===== config.mk =====
export PLATFORM = sky130hd
export DESIGN_NAME = prog_load_ctrl_flat
export DESIGN_NICKNAME = d
export VERILOG_FILES = /design/src/rtl/prog_load_ctrl_if.sv /design/src/rtl/prog_load_ctrl.sv /design/src/flat_wrapper.sv
export SDC_FILE = /design/constraint.sdc
export NUM_CORES = 1
export LEC_CHECK = 0
export BUFFER_PORTS_ARGS = -buffer_cell sky130_fd_sc_hd__buf_2
export CORE_ASPECT_RATIO = 0.8
export CORE_MARGIN = 2
export CORE_UTILIZATION = 60
export DETAILED_ROUTE_END_ITERATION = 16
export PLACE_DENSITY = 0.86
export SLEW_MARGIN = 30
export SYNTH_ARGS = -nofsm -noshare
export SYNTH_HDL_FRONTEND = slang
export SYNTH_SLANG_ARGS = --single-unit
export TNS_END_PERCENT = 50

===== constraint.sdc =====
create_clock -name clk -period 3.6 [get_ports clk]
set_clock_uncertainty 0.05 [all_clocks]
set_input_delay 0.36 -clock clk [delete_from_list [all_inputs] [get_ports clk]]
set_output_delay 0.36 -clock clk [all_outputs]
set_load 0.02 [all_outputs]

===== src/rtl/prog_load_ctrl_if.sv =====
// Boot-load bus: serial byte stream in, memory write strobes and status out.
// Latency: none, this file only bundles signals.
// Backpressure: rx_ready from the slave gates byte acceptance.
// Ports (slave = loader side):
//   rx_data/rx_valid/rx_ready   byte stream handshake
//   restart                     single-cycle reload request
//   loading/done/error          load status
//   load_addr/load_data         write address and 128-bit line shift register
//   dmem_we/imem_we             one-cycle write strobes
interface prog_load_ctrl_if #(
    parameter int ADDR_LEN = 32
);
    logic [7:0]          rx_data;
    logic                rx_valid;
    logic                rx_ready;
    logic                restart;
    logic                loading;
    logic [ADDR_LEN-1:0] load_addr;
    logic [127:0]        load_data;
    logic                dmem_we;
    logic                imem_we;
    logic                done;
    logic                error;

    modport master (
        output rx_data, rx_valid, restart,
        input  rx_ready, loading, load_addr, load_data,
               dmem_we, imem_we, done, error
    );

    modport slave (
        input  rx_data, rx_valid, restart,
        output rx_ready, loading, load_addr, load_data,
               dmem_we, imem_we, done, error
    );
endinterface


===== src/rtl/prog_load_ctrl.sv =====
// Boot loader: parses a 4-byte LE length header, then packs bytes into words/lines and strobes dmem/imem writes.
// Latency: write strobes fire 1 cycle after the 4th byte of a word; header decision visible 1 cycle after its 4th byte.
// Backpressure: none during HDR/LOAD (rx_ready=1); rx_ready=0 in DONE/ERR until restart.
// Ports:
//   clk      single clock, rising edge
//   reset_x  asynchronous active-low reset
//   bus      prog_load_ctrl_if slave modport (byte stream in, write strobes/status out)
module prog_load_ctrl #(
    parameter int LOAD_BYTES = 8192,
    parameter int ADDR_LEN   = 32
) (
    input  logic              clk,
    input  logic              reset_x,
    prog_load_ctrl_if.slave   bus
);

    localparam int REM_W = $clog2(LOAD_BYTES) + 1;

    typedef enum logic [1:0] {
        S_HDR  = 2'd0,
        S_LOAD = 2'd1,
        S_DONE = 2'd2,
        S_ERR  = 2'd3
    } state_t;

    state_t              r_state;
    logic [1:0]          r_byte_cnt;
    logic [23:0]         r_shift;      // first three bytes of the current header/word
    logic [REM_W-1:0]    r_remaining;
    logic [ADDR_LEN-1:0] r_load_addr;
    logic [127:0]        r_load_data;
    logic                r_dmem_we;
    logic                r_imem_we;
    logic                r_loading;
    logic                r_done;
    logic                r_error;

    logic                w_rx_ready;
    logic                w_accept;
    logic [31:0]         w_word;
    logic                w_hdr_bad;
    logic                w_last_word;

    assign w_rx_ready  = (r_state == S_HDR) || (r_state == S_LOAD);
    assign w_accept    = bus.rx_valid & w_rx_ready;
    // Completed little-endian word when the incoming byte is the 4th one.
    assign w_word      = {bus.rx_data, r_shift};
    assign w_hdr_bad   = (w_word == 32'd0) || (w_word[3:0] != 4'd0) ||
                         (w_word > 32'(LOAD_BYTES));
    assign w_last_word = (r_remaining == REM_W'(4));

    always_ff @(posedge clk or negedge reset_x) begin
        if (!reset_x) begin
            r_state     <= S_HDR;
            r_byte_cnt  <= 2'd0;
            r_shift     <= 24'd0;
            r_remaining <= '0;
            r_load_addr <= '0;
            r_load_data <= '0;
            r_dmem_we   <= 1'b0;
            r_imem_we   <= 1'b0;
            r_loading   <= 1'b1;
            r_done      <= 1'b0;
            r_error     <= 1'b0;
        end else begin
            r_dmem_we <= 1'b0;
            r_imem_we <= 1'b0;
            case (r_state)
                S_HDR: begin
                    if (w_accept) begin
                        r_shift    <= {bus.rx_data, r_shift[23:8]};
                        r_byte_cnt <= r_byte_cnt + 2'd1;
                        if (r_byte_cnt == 2'd3) begin
                            if (w_hdr_bad) begin
                                r_state <= S_ERR;
                                r_error <= 1'b1;
                            end else begin
                                r_state     <= S_LOAD;
                                r_remaining <= w_word[REM_W-1:0];
                                r_load_addr <= '0;
                            end
                        end
                    end
                end
                S_LOAD: begin
                    // End of a strobe cycle: advance, or finish on the final word.
                    // The address is held on the final word so it never passes LOAD_BYTES-4.
                    if (r_dmem_we) begin
                        r_remaining <= r_remaining - REM_W'(4);
                        if (w_last_word) begin
                            r_state    <= S_DONE;
                            r_loading  <= 1'b0;
                            r_done     <= 1'b1;
                            r_byte_cnt <= 2'd0;
                        end else begin
                            r_load_addr <= r_load_addr + ADDR_LEN'(4);
                        end
                    end
                    // A byte arriving during the final strobe cycle belongs to no word; drop it.
                    if (w_accept && !(r_dmem_we && w_last_word)) begin
                        r_shift    <= {bus.rx_data, r_shift[23:8]};
                        r_byte_cnt <= r_byte_cnt + 2'd1;
                        if (r_byte_cnt == 2'd3) begin
                            r_load_data <= {w_word, r_load_data[127:32]};
                            r_dmem_we   <= 1'b1;
                            r_imem_we   <= (r_load_addr[3:2] == 2'b11);
                        end
                    end
                end
                S_DONE, S_ERR: begin
                    if (bus.restart) begin
                        r_state     <= S_HDR;
                        r_loading   <= 1'b1;
                        r_done      <= 1'b0;
                        r_error     <= 1'b0;
                        r_load_addr <= '0;
                        r_load_data <= '0;
                        r_byte_cnt  <= 2'd0;
                        r_shift     <= 24'd0;
                        r_remaining <= '0;
                    end
                end
                default: r_state <= S_HDR;
            endcase
        end
    end

    assign bus.rx_ready  = w_rx_ready;
    assign bus.loading   = r_loading;
    assign bus.load_addr = r_load_addr;
    assign bus.load_data = r_load_data;
    assign bus.dmem_we   = r_dmem_we;
    assign bus.imem_we   = r_imem_we;
    assign bus.done      = r_done;
    assign bus.error     = r_error;

endmodule


===== src/flat_wrapper.sv =====
// flat-port wrapper written by rule: the top's interface ports become plain ports
module prog_load_ctrl_flat 
#(
    parameter int LOAD_BYTES = 8192,
    parameter int ADDR_LEN   = 32
)
  (clk, reset_x, bus_rx_data, bus_rx_valid, bus_restart, bus_rx_ready, bus_loading, bus_load_addr, bus_load_data, bus_dmem_we, bus_imem_we, bus_done, bus_error);
  prog_load_ctrl_if #(.ADDR_LEN(ADDR_LEN)) bus_i ();
  input  logic clk;
  input  logic reset_x;
  input wire logic [$bits(bus_i.rx_data)-1:0] bus_rx_data;
  input wire logic [$bits(bus_i.rx_valid)-1:0] bus_rx_valid;
  input wire logic [$bits(bus_i.restart)-1:0] bus_restart;
  output wire logic [$bits(bus_i.rx_ready)-1:0] bus_rx_ready;
  output wire logic [$bits(bus_i.loading)-1:0] bus_loading;
  output wire logic [$bits(bus_i.load_addr)-1:0] bus_load_addr;
  output wire logic [$bits(bus_i.load_data)-1:0] bus_load_data;
  output wire logic [$bits(bus_i.dmem_we)-1:0] bus_dmem_we;
  output wire logic [$bits(bus_i.imem_we)-1:0] bus_imem_we;
  output wire logic [$bits(bus_i.done)-1:0] bus_done;
  output wire logic [$bits(bus_i.error)-1:0] bus_error;
  assign bus_i.rx_data = bus_rx_data;
  assign bus_i.rx_valid = bus_rx_valid;
  assign bus_i.restart = bus_restart;
  assign bus_rx_ready = bus_i.rx_ready;
  assign bus_loading = bus_i.loading;
  assign bus_load_addr = bus_i.load_addr;
  assign bus_load_data = bus_i.load_data;
  assign bus_dmem_we = bus_i.dmem_we;
  assign bus_imem_we = bus_i.imem_we;
  assign bus_done = bus_i.done;
  assign bus_error = bus_i.error;
  prog_load_ctrl #(.LOAD_BYTES(LOAD_BYTES), .ADDR_LEN(ADDR_LEN)) u_core (.clk(clk), .reset_x(reset_x), .bus(bus_i));
endmodule

==> key figures <==
Route
  – Detailed-route via count: 8468
  – Final ANT Viol Nets: 0
  – Drt total wl: 25270 um
  – Detailed Routing Iterations Pass 1: 5
  – WL per Instance: 18.06 um
  – Starting DRT DRC Count: 1006
  – Detailed-route vias per instance: 6.053
  – Drt drc: 0

Logic synthesis
  – Flops & latches, synth: 205
  – Post-synth top area cell: dfrtp_1
  – Yosys warning total: 0
  – Post-Syn Area per Cell: 9.076 um2
  – Top post-synthesis cells by area: dfrtp_1 (55%), nand2_1 (12%), o21ai_0 (10%), nand3_1 (2.0%), buf_6 (1.9%)
  – Yosys top cell area share: 54.77%
  – Post-synth EDFFs: 0
  – Synth Cell Area: 9321 um2
  – Sequential area share after synthesis: 55.05%
  – Async SR Flop Fraction: 100.0%
  – Ys flop type: dfrtp_1
  – Syn Inst Count: 1027
  – Distinct cells, synth: 59

Global route
  – GRT Overall Usage: 30.89%
  – Largest net degree at the start of global routing: 99
  – Gr ovfl total: 0
  – Global-route wire length before repair: 40620 um
  – Number of global-route vias before repair: 7599
  – Initial antenna violation count: 2

Place
  – I/O Buffers: 175
  – Gp weighted congestion: 0.9549
  – Hpwl dp: 16990 um

Timing
  – Final min period: 3.072 ns
  – Slew @ Worst Pin: 0.8811 ns
  – Fin. Hold Viols: 0
  – # setup viols final: 0
  – Fin. max-slew vios: 0
  – Tcrit/Tclk final: 85.33%
  – Hold Slack: 0.05979 ns
  – Worst slew margin: 41.07%
  – Setup TNS: 0 ns
  – Fmax: 325.5 MHz
  – RSZ-0062 raised after global routing: no

Floorplan
  – Die X: 143.4 um
  – Die Y: 115.5 um
  – Rows: 40
  – Std-Cell Core Area: 15110 um2
  – DIE AREA: 16560 um2
  – IO Count: 178
  – Starting Density: 61.67%

Clocking
  – CTS tree: yes
  – Post-CTS Setup Bufs: 0
  – CTS Buf Count: 20
  – Clk Latency, worst-skew pair: 0.50 ns
  – Hold buffers post-CTS: 1
  – H-tree Lvls: 1
  – PostCTS Resize Cnt: 0
  – Max Root-Sink Buffers: 3
  – Root Buffer: clkbuf_16
  – Register clock-pin slew on the reported worst setup and hold paths: 0.06 ns
  – Clock sink count: 205

Power and ir drop
  – Sequential Power Share: 42.8%
  – Leakage: 5.179 nW
  – Clock power share: 26.2%
  – Net Sw Frac: 40.01%
  – PwrDens: 719.2 nW/um2
  – VDD IR max: 0.0004960 V
  – Gate power share: 31.1%
  – Internal Power: 4.733 mW
  – Net Switching: 3.157 mW

Worst setup path
  – Slowest Stage Delay on Critical Path: 0.68 ns
  – Worst Setup End Kind: register
  – Setup CP Type: reg2reg
  – Slowest CP cell: nor4_1
  – CP cell instances: nor4_1 -> nand4_1 -> xor2_1 -> and2_1 -> o21ai_4 -> o41ai_1
  – Critical Path Source Type: register
  – CP arrival: 3.40 ns
  – CP max FO: 26
  – Worst path required time: 3.93 ns

Layout
  – Nets: 1189
  – Layout cells sized above 1: 21.23%
  – Fill cells: 1116
  – Area delta synth->final: 17.69%

Worst hold path
  – Worst hold path class: in2reg

Flow run
  – Max-Cap Viols: 0

Status
  – Status: completed
==> placed cells by master (no fill, tap or decap), drive strengths merged, types with 3 or more instances in the layout <==
master / instances
clkbuf: 32
inv: 8
a21oi: 22
a31oi: 12
nor4: 13
clkinv: 5
ha: 4
nor2: 23
buf: 194
mux2i: 3
nand2: 310
and3: 5
nand4: 9
dfrtp: 204
o21a: 3
o41ai: 10
nor3: 15
o21ai: 204
nand3: 37
and4: 4
o22ai: 3
a22oi: 3
and2: 5
a41oi: 7
or4: 3
o31ai: 21
==> path summary, 6_finish.rpt <==
| kind | from | endpoint | slack (ns) | cells after the start |
|---|---|---|---|---|
| worst min-delay path | bus_rx_data[2] | u_core.bus.load_data[122]$_DFFE_PN0P_ | 0.06 | 3 |
| min in group asynchronous | reset_x | u_core.bus.load_data[85]$_DFFE_PN0P_ | 0.45 | 2 |
| worst max-delay path | u_core.r_shift[2]$_DFFE_PN0P_ | u_core.bus.load_addr[17]$_DFFE_PN0P_ | 0.53 | 6 |
| max in group asynchronous | reset_x | u_core.bus.load_data[76]$_DFFE_PN0P_ | 2.09 | 3 |
| worst min register to register | u_core.bus.load_addr[31]$_DFFE_PN0P_ | u_core.bus.load_addr[31]$_DFFE_PN0P_ | 0.44 | 1 |
| worst max register to register | u_core.r_shift[2]$_DFFE_PN0P_ | u_core.bus.load_addr[17]$_DFFE_PN0P_ | 0.53 | 6 |
==> area by class of cell <==
class / instances / area, um2 / share of cell area (%)
flip-flops and latches: 205 / 5131 / 46.77
multi-input cells: 741 / 3770 / 34.36
repair buffers: 196 / 1107 / 10.09
clock buffers: 31 / 621.8 / 5.668
well taps: 210 / 262.8 / 2.395
clock inverters: 5 / 38.79 / 0.3536
inverters: 9 / 33.78 / 0.3079
diodes: 2 / 5.005 / 0.04562
==> synth_stat cells, types with 10 or more instances <==
library cell	n
dfrtp_1	204
a21oi_1	22
o31ai_1	21
nand3_1	37
buf_2	10
a31oi_1	12
nor3_1	13
o21ai_0	195
buf_6	16
nor2_1	23
clkbuf_1	42
nand2_1	310
nor4_1	10
==> critical path: cells and delay by family (launching register included) <==
kind	cells	cell delay, ns
AO/OA/AOI/OAI	2	0.74
AND/OR/NAND/NOR	3	1.39
flip-flops	1	0.43
XOR/XNOR	1	0.33
==> kinds of logic after synthesis <==
group | count (synthesis) | share of synthesized area [%]
adder cells (fa/ha/maj) | 4 | 0.5369
AO/OA/AOI/OAI | 295 | 18.36
flip-flops | 205 | 55.05
other | 1 | 0.04023
AND/OR/NAND/NOR | 434 | 20.47
multiplexers | 5 | 0.5638
XOR/XNOR | 1 | 0.09398
buffers and inverters | 82 | 4.886
==> layer usage <==
| metal | track usage [%] | routed length, um |
|---|---|---|
| met1 | 47.84 | 11330 |
| met2 | 45.96 | 11250 |
| met3 | 4.711 | 1968 |
| met4 | 9.085 | 716 |
| met5 | 0 | 0 |
==> state kept, by name (all words and copies together), names as in the netlist <==
register	cells
u_core.r_remaining	14
u_core.bus.loading	1
u_core.bus.load_data	128
u_core.bus.load_addr	30
u_core.bus.imem_we	1
u_core.r_shift	24
u_core.bus.dmem_we	1
u_core.bus.error	1
u_core.r_state	2
u_core.bus.done	1
u_core.r_byte_cnt	2
==> metrics by stage <==
stage / util (%) / std cells / worst slack (ns) / instance area [um2] / total power [mW]
5_1_grt: 72.55 / 1397 / 0.4070 / 10970 / 8.295
3_3_place_gp: 68.11 / 1360 / 0.7732 / 10290 / 5.694
2_1_floorplan: - / 1028 / 1.515 / 9325 / 4.879
6_report: 72.58 / 1399 / 0.5282 / 10970 / 7.890
4_1_cts: 72.55 / 1397 / 0.5827 / 10970 / 7.865
3_5_place_dp: 68.11 / 1360 / 0.7012 / 10290 / 5.775
==> power by group through the flow <==
stage	Sequential [mW]	Combinational, mW	Clock, mW
floorplan	3.53	1.35	0
global placement	3.36	2.33	0
detailed placement	3.38	2.40	0
CTS	3.35	2.44	2.08
global route	3.43	2.68	2.18
finish	3.37	2.45	2.07
Power figures use the tool's default switching activity.
